<file path="config.mk">
export PLATFORM = sky130hd
export DESIGN_NAME = logic_op_pipe
export DESIGN_NICKNAME = d
export VERILOG_FILES = /design/src/rtl/logic_op_pipe.sv
export SDC_FILE = /design/constraint.sdc
export NUM_CORES = 1
export LEC_CHECK = 0
export BUFFER_PORTS_ARGS = -buffer_cell sky130_fd_sc_hd__clkbuf_2
export CORE_ASPECT_RATIO = 0.9
export CORE_MARGIN = 5
export CORE_UTILIZATION = 45
export CTS_CLUSTER_SIZE = 8
export DETAILED_ROUTE_END_ITERATION = 10
export PLACE_DENSITY = 0.62
export SYNTH_ARGS = -nofsm -noshare
export SYNTH_HDL_FRONTEND = slang
export SYNTH_SLANG_ARGS = --single-unit
</file>
<file path="constraint.sdc">
create_clock -name clk -period 2.6 [get_ports clk]
set_clock_uncertainty 0.2 [all_clocks]
set_input_delay 0.26 -clock clk [delete_from_list [all_inputs] [get_ports clk]]
set_output_delay 0.26 -clock clk [all_outputs]
set_load 0.01 [all_outputs]
</file>
<file path="src/rtl/logic_op_pipe.sv">
// logic_op_pipe
//   Registered two-operand bitwise logic unit (AND / OR / XOR / NOR) with
//   valid/ready handshakes on both sides. A beat with acc_en=1 and last=0
//   opens a frame: the following beats are folded into one accumulated
//   result, which is emitted when the beat with last=1 arrives.
//
// Parameters
//   WIDTH  operand/result width in bits (>=1)
//   CNT_W  width of the saturating beat counter out_count (>=1)
//
// Ports
//   clk        in   rising-edge clock
//   rst        in   asynchronous active-high reset
//   in_valid   in   operand beat valid
//   in_ready   out  unit can accept a beat (combinational)
//   a, b       in   operands
//   op         in   00 AND, 01 OR, 10 XOR, 11 NOR
//   acc_en     in   beat belongs to an accumulating frame
//   last       in   final beat of frame (ignored when acc_en=0)
//   out_valid  out  result valid
//   out_ready  in   consumer accepts result
//   out        out  result
//   out_count  out  beats folded into result, saturating

module logic_op_pipe #(
  parameter int WIDTH = 8,
  parameter int CNT_W = 4
) (
  input  logic             clk,
  input  logic             rst,
  input  logic             in_valid,
  output logic             in_ready,
  input  logic [WIDTH-1:0] a,
  input  logic [WIDTH-1:0] b,
  input  logic [1:0]       op,
  input  logic             acc_en,
  input  logic             last,
  output logic             out_valid,
  input  logic             out_ready,
  output logic [WIDTH-1:0] out,
  output logic [CNT_W-1:0] out_count
);

  typedef enum logic [1:0] {
    ST_IDLE = 2'b00,
    ST_ACC  = 2'b01,
    ST_HOLD = 2'b10
  } state_t;

  localparam logic [1:0] OP_AND = 2'b00;
  localparam logic [1:0] OP_OR  = 2'b01;
  localparam logic [1:0] OP_XOR = 2'b10;
  localparam logic [1:0] OP_NOR = 2'b11;

  localparam logic [CNT_W-1:0] CNT_ONE = CNT_W'(1);
  localparam logic [CNT_W-1:0] CNT_MAX = {CNT_W{1'b1}};

  // Per-beat combine. NOR combines with OR; the inversion is applied once
  // to the final accumulated value so that a frame yields NOR of all operands.
  function automatic logic [WIDTH-1:0] beat_fn(input logic [1:0] f_op,
                                                input logic [WIDTH-1:0] f_a,
                                                input logic [WIDTH-1:0] f_b);
    logic [WIDTH-1:0] r;
    case (f_op)
      OP_AND:  r = f_a & f_b;
      OP_OR:   r = f_a | f_b;
      OP_XOR:  r = f_a ^ f_b;
      OP_NOR:  r = f_a | f_b;
      default: r = f_a | f_b;
    endcase
    return r;
  endfunction

  // Fold a new beat value into the running accumulator.
  function automatic logic [WIDTH-1:0] fold_fn(input logic [1:0] f_op,
                                                input logic [WIDTH-1:0] f_acc,
                                                input logic [WIDTH-1:0] f_x);
    logic [WIDTH-1:0] r;
    case (f_op)
      OP_AND:  r = f_acc & f_x;
      OP_OR:   r = f_acc | f_x;
      OP_XOR:  r = f_acc ^ f_x;
      OP_NOR:  r = f_acc | f_x;
      default: r = f_acc | f_x;
    endcase
    return r;
  endfunction

  // Turn an accumulator into the visible result.
  function automatic logic [WIDTH-1:0] finish_fn(input logic [1:0] f_op,
                                                  input logic [WIDTH-1:0] f_acc);
    logic [WIDTH-1:0] r;
    if (f_op == OP_NOR) begin
      r = ~f_acc;
    end else begin
      r = f_acc;
    end
    return r;
  endfunction

  // Saturating increment: the counter sticks at all-ones.
  function automatic logic [CNT_W-1:0] sat_inc(input logic [CNT_W-1:0] f_cnt);
    logic [CNT_W-1:0] r;
    if (f_cnt == CNT_MAX) begin
      r = f_cnt;
    end else begin
      r = f_cnt + CNT_ONE;
    end
    return r;
  endfunction

  state_t           state_r, state_n;
  logic [WIDTH-1:0] acc_r, acc_n;
  logic [1:0]       op_r, op_n;
  logic [CNT_W-1:0] cnt_r, cnt_n;
  logic [WIDTH-1:0] out_r, out_n;
  logic [CNT_W-1:0] out_count_r, out_count_n;
  logic             out_valid_r, out_valid_n;

  logic             in_ready_s;
  logic             beat_s;
  logic             take_s;
  logic [WIDTH-1:0] new_beat_s;
  logic [WIDTH-1:0] fold_s;
  logic [CNT_W-1:0] cnt_inc_s;

  assign in_ready_s = !out_valid_r || out_ready;
  assign beat_s     = in_valid && in_ready_s;
  assign take_s     = out_valid_r && out_ready;

  // Datapath helpers: fresh beat uses the live op, frame beats use the latched op.
  always_comb begin
    new_beat_s = beat_fn(op, a, b);
    fold_s     = fold_fn(op_r, acc_r, beat_fn(op_r, a, b));
    cnt_inc_s  = sat_inc(cnt_r);
  end

  // Next-state and next-output logic.
  always_comb begin
    state_n     = state_r;
    acc_n       = acc_r;
    op_n        = op_r;
    cnt_n       = cnt_r;
    out_n       = out_r;
    out_count_n = out_count_r;
    out_valid_n = out_valid_r;
    case (state_r)
      ST_IDLE, ST_HOLD: begin
        // In HOLD a beat is only accepted when the pending result is taken
        // in the same cycle, so replacing it here loses nothing.
        if (beat_s) begin
          if (!acc_en || last) begin
            acc_n       = new_beat_s;
            cnt_n       = CNT_ONE;
            out_n       = finish_fn(op, new_beat_s);
            out_count_n = CNT_ONE;
            out_valid_n = 1'b1;
            state_n     = ST_HOLD;
          end else begin
            op_n        = op;
            acc_n       = new_beat_s;
            cnt_n       = CNT_ONE;
            out_valid_n = 1'b0;
            state_n     = ST_ACC;
          end
        end else if (take_s) begin
          out_valid_n = 1'b0;
          state_n     = ST_IDLE;
        end else begin
          state_n = state_r;
        end
      end
      ST_ACC: begin
        if (beat_s) begin
          acc_n = fold_s;
          cnt_n = cnt_inc_s;
          if (last) begin
            out_n       = finish_fn(op_r, fold_s);
            out_count_n = cnt_inc_s;
            out_valid_n = 1'b1;
            state_n     = ST_HOLD;
          end else begin
            state_n = ST_ACC;
          end
        end else begin
          state_n = ST_ACC;
        end
      end
      default: begin
        state_n     = ST_IDLE;
        out_valid_n = 1'b0;
      end
    endcase
  end

  // State and output registers; reset discards any open frame.
  always_ff @(posedge clk or posedge rst) begin
    if (rst) begin
      state_r     <= ST_IDLE;
      acc_r       <= {WIDTH{1'b0}};
      op_r        <= 2'b00;
      cnt_r       <= {CNT_W{1'b0}};
      out_r       <= {WIDTH{1'b0}};
      out_count_r <= {CNT_W{1'b0}};
      out_valid_r <= 1'b0;
    end else begin
      state_r     <= state_n;
      acc_r       <= acc_n;
      op_r        <= op_n;
      cnt_r       <= cnt_n;
      out_r       <= out_n;
      out_count_r <= out_count_n;
      out_valid_r <= out_valid_n;
    end
  end

  assign in_ready  = in_ready_s;
  assign out       = out_r;
  assign out_count = out_count_r;
  assign out_valid = out_valid_r;

endmodule
</file>
# Yosys cells after proc, flatten, opt, wreduce, memory -nomap -nowiden
# Cells that the tools add are included.
# Widths: inputs -> output; s select.
totals:
  out_inout_bits: 14
  mem_bits_ro: 0
  latchBits: 0
  elab_cells: 82
  inputBits: 24
  mem_bits_rw: 0
  ff_bits: 29
  memories: 0
op_classes:
  n_eq_ne: 14
  n_bitwise: 9
  n_div: 0
  multipliers: 0
  n_reduce_logical: 17
  magnitude_cmp: 0
  n_shift: 0
  muxes: 34
  addsub: 1
ops:
  columns: ["cell", "n"]
  rows:
  - ["$pmux 8 s3", 3]
  - ["$mux 8", 8]
  - ["$pmux 8 s2", 2]
  - ["$mux 4", 7]
  - ["$and 8x8->8", 2]
  - ["$not 8->8", 2]
  - ["$or 8x8->8", 2]
  - ["$pmux 4 s2", 2]
  - ["$xor 8x8->8", 2]
  - ["$eq 2x2->1 const B", 5]
  - ["$mux 2", 5]
  - ["$reduce_and 3->1", 3]
  - ["$ne 2x2->1 const B", 4]
  - ["$eq 2x1->1 const B", 3]
  - ["$logic_not 2->1", 3]
  - ["$reduce_or 2->1", 3]
  - ["$mux 1", 5]
  - ["$reduce_and 5->1", 1]
  - ["$add 4x1->4 const B", 1]
  - ["$eq 4x4->1 const B", 1]
  - ["$pmux 2 s2", 1]
  - ["$ne 3x3->1 const B", 1]
  - ["$logic_and 1x1->1", 2]
  - ["$logic_not 1->1", 2]
  - ["4 further kinds", 5]

# Logic depth before layout (Yosys ltp)
depth:
  depth_word: 10
  depth_mapped: 11
  mapped_depth_nobuf: 10

# Least setup slack after synthesis
# No wires, ideal clock.
synth_path:
  path_type: "reg-to-reg"
  startpoint: "register op_r[1]"
  endpoint: "register acc_r[1]"
  required_ns: 2.274
  path_stages_with_launch: 12
  period_less_slack_ns: 2.271
  setup_time_ns: 0.126
  slack_ns: 0.329
  path_buffers: 2
  arrival_time_ns: 1.945
  path_cell_list: "dfrtp_1 buf_2 buf_4 nor2b_1 a211oi_1 a21oi_1 inv_1 ha_1 mux2_2 nor2_1 a21oi_1 a221o_1"
synth_via:
  elab_chain_len: 7
  word_cells_on_any_way: 12
  cone_classes: "eq/ne: 3; mux: 4; bitwise: 3; reduce/logical: 2"
synth_lines:
  columns: ["element", "line_no", "text"]
  rows:
  - ["from (decl)", "114", "logic [1:0] op_r, op_n;"]
  - ["from (signal assigned)", "209", "op_r <= op_n;"]
  - ["$eq 2x2->1 or $eq 2x1->1 (tied branches)", "64, 79", null]
  - ["$reduce_or 2->1 (no source line)", null, null]
  - ["$pmux 8 s3", "64", "case (f_op)"]
  - ["$or 8x8->8, or another cell as far along", null, null]
  - ["$pmux 8 s3 *", "79", "case (f_op)"]
  - ["$mux 8 *", "174", "if (beat_s) begin"]
  - ["$pmux 8 s2 *", "147", "case (state_r)"]
  - ["to (signal assigned)", "200", "acc_r <= {WIDTH{1'b0}};"]
  - ["to (signal assigned)", "208", "acc_r <= acc_n;"]
  - ["to (decl)", "113", "logic [WIDTH-1:0] acc_r, acc_n;"]
# Mark *: on every way between the ends. The rest lies on a longest branch, timed or not. The select of a mux whose other input is x is not followed.
# A chain may end at the register's enable or synchronous reset.

# Final worst setup path
layout_path:
  startpoint: "register op_r[1]"
  endpoint: "register acc_r[4]"
# Same word-level chain as after synthesis.

==> out/summary.txt <==
Outcome: finished, final reports clean
Final hold viol count: 0
PortBufs: 37
Hold endpoint: state_r[0]
Critical path endpoint category: register
Worst R2R Setup Slack: 300 ps
Worst skew pair latency: 280 ps
Synthesized area: 2770 µm²
Met2 wire length: 2970 µm
CTS buffer count: 5
Leak pwr: 0.00153 µW
Syn_nets: 365
Startpoint types: register
Filler cells: 585
IO Pins: 38
Routed WL per cell: 15.0 µm
Worst setup path class: reg2reg
Worst ir drop on vdd: 0.259 mV
Critical Path RT: 2570 ps
Largest net degree at the start of global routing: 37
Sequential cell area: 726 µm²
Cells after Synth: 308
Synth-to-Final Area Change: 10.7%
CTS resizes: 0
1st-pass router iterations: 4
Setup TNS Final: 0 ps
CTS tree: yes
F_max: 0.434 GHz
Post-Syn Area per Cell: 9.00 µm²
Post-layout min period: 2300 ps
Synth area leader: dfrtp_1
Vias in the first global route: 2261
Layout Cells excl Fill: 414
Final ANT Viol Nets: 0
Reg-to-Reg Start: op_r[1]
Via count: 2313
Worst Tran Pin Value: 635 ps
Most instantiated library cell after synthesis: inv_1
Area occupied by multi-input gates: 1750 µm²
CP arrival: 2270 ps
Final #Nets: 398
Fraction of layout cells with a size suffix above 1: 0.205
Reg2Reg Depth: 10
Grt total ovfl: 0
FFs w/ async S/R, synth: 1.00
Met3 wire length: 265 µm
Die width: 92.7 µm
Synth warnings: 0
FP Rows: 27
PwrDens: 781 nW/µm²
First-pass GRT wire length: 10800 µm
Post-synthesis sequential area ratio: 0.262
Core area: 6050 µm²
Crit share post-route: 0.886
Max cap viols: 0
Worst r2r dst: acc_r[4]
Post-CTS Setup Bufs: 0
GRT Total Usage: 0.171
N_diodes: 0
# DRC: 0
Placed Cells: 405
Endpoints failing setup: 0
CP max FO: 36
Sink Count: 29
M1 WL: 2890 µm
DP HPWL: 4520 µm
Antenna violations before repair: 0
Max transition margin: 0.577
RD Place Congestion: 0.798
Top post-synthesis cells by area: dfrtp_1 26%, ha_1 15%, a21oi_1 5.4%
H-tree depth: 2
Die height: 84.5 µm
Number of DRC markers in iteration 0: 52
Max-slew violations: 0
Post-synth EDFFs: 0
#FFs+latches synth: 29
Worst hold start: last
Synth top area share: 0.262
Placed cell area: 2960 µm²
Synth cell count leaders: 36 x inv_1, 33 x ha_1, 30 x a21oi_1, 29 x dfrtp_1, 16 x nand2_1
Root Driver: clkbuf_8
Hold Path Cell Cnt: 3
Reg clk slew, reported paths: 70 ps
Uppermost layer routed: met4
DR vias/cell: 5.59
RSZ-0062 raised after global routing: no
Initial core utilization: 0.458
Final Cell Area: 3070 µm²
Clock tree buffer depth: 2
HP Class: in2reg
Distinct cells, synth: 44
Main flop type after synthesis: dfrtp_1
Final WL: 6220 µm
Die Area: 7830 µm²
==> registers in the layout, summed over array words and instances (netlist names) <==
signal	count
acc_r	8
cnt_r	4
out_valid	1
state_r	2
op_r	2
out_count	4
out	8
==> worst max-delay path, stage by stage (launching register included) <==
cell and delay (ps):
dfrtp_1 400, buf_12 180, nor2b_1 130, a211oi_1 60, a21oi_1 170, inv_1 70
ha_1 270, mux2_2 280, nor2_1 90, a21oi_1 40, a221o_1 290
==> logic make-up after synthesis <==
logic type                 count (synthesis)  synth area share
xor gates and xnor gates                  17            0.0537
adders and majority gates                 33             0.149
AOI/OAI and AO/OA                         96             0.239
and+or+nand+nor                           57             0.108
muxes                                     19            0.0799
buffers and inverters                     57             0.108
DFF                                       29             0.262
==> layer usage <==
layer | track usage | up-vias
li1 | - | 1169
met4 | 0.0613 | 0
met5 | 0 | -
met3 | 0.0341 | 9
met1 | 0.230 | 1090
met2 | 0.275 | 45
==> power by group <==
group / internal [µW] / switching (µW)
combinational: 560 / 699
sequential: 592 / 120
clock: 239 / 187
total: 1390 / 1010
==> through the flow <==
step / total power (µW) / hold WS [ps] / util / setup WS [ps]
final: 2400 / 88.5 / 0.508 / 295
after global routing: 2630 / 104 / 0.508 / 74.0
after CTS: 2420 / 81.7 / 0.508 / 285
after detailed placement: 1980 / 148 / 0.489 / 255
after global placement: 1940 / 144 / 0.489 / 294
after floorplan: 1680 / 138 / - / 329
==> worst max-delay path by stage <==
stage | start | end | slack (ps) | cells past startpoint
6_report | op_r[1] | acc_r[4] | 300 | 10
3_3_place_gp | a[2] | acc_r[2] | 290 | 10
2_1_floorplan | op_r[1] | acc_r[1] | 330 | 11
3_5_place_dp | a[1] | acc_r[1] | 260 | 11
5_1_grt | op_r[1] | acc_r[5] | 70 | 9
4_1_cts | op_r[1] | acc_r[4] | 290 | 10
==> placed cells by master, fill, tap and decap left out, types with 3 or more instances in the layout <==
cell,n
mux2i_1,9
o22ai_1,9
inv_1,36
nand3_1,3
nor2_1,10
xnor2_1,8
a211o_1,3
a2111oi_0,3
clkbuf_2,37
o31ai_1,7
clkbuf_8,7
nand2_1,16
buf_4,7
a211oi_1,15
nor2b_1,14
xor2_1,9
mux2_2,7
nand2b_1,7
dfrtp_1,29
a31oi_1,4
a221o_1,6
a21oi_1,30
o21ai_0,9
ha_1,33
==> layout make-up <==
type | count | share of cell area
clock buffer | 7 | 0.0314
clock inverter | 1 | 0.00163
inverter | 37 | 0.0453
multi-input combinational | 222 | 0.569
sequential | 29 | 0.236
tap | 72 | 0.0294
timing repair buffer | 46 | 0.0872
==> repair_timing <==
action / 4_1_cts / 5_1_grt
hold buffers: 1 / 0
endpoints found under the hold margin: 29 / 0
endpoints found under the setup margin: 0 / 0
No activity file was read; power rests on OpenSTA's default activity.
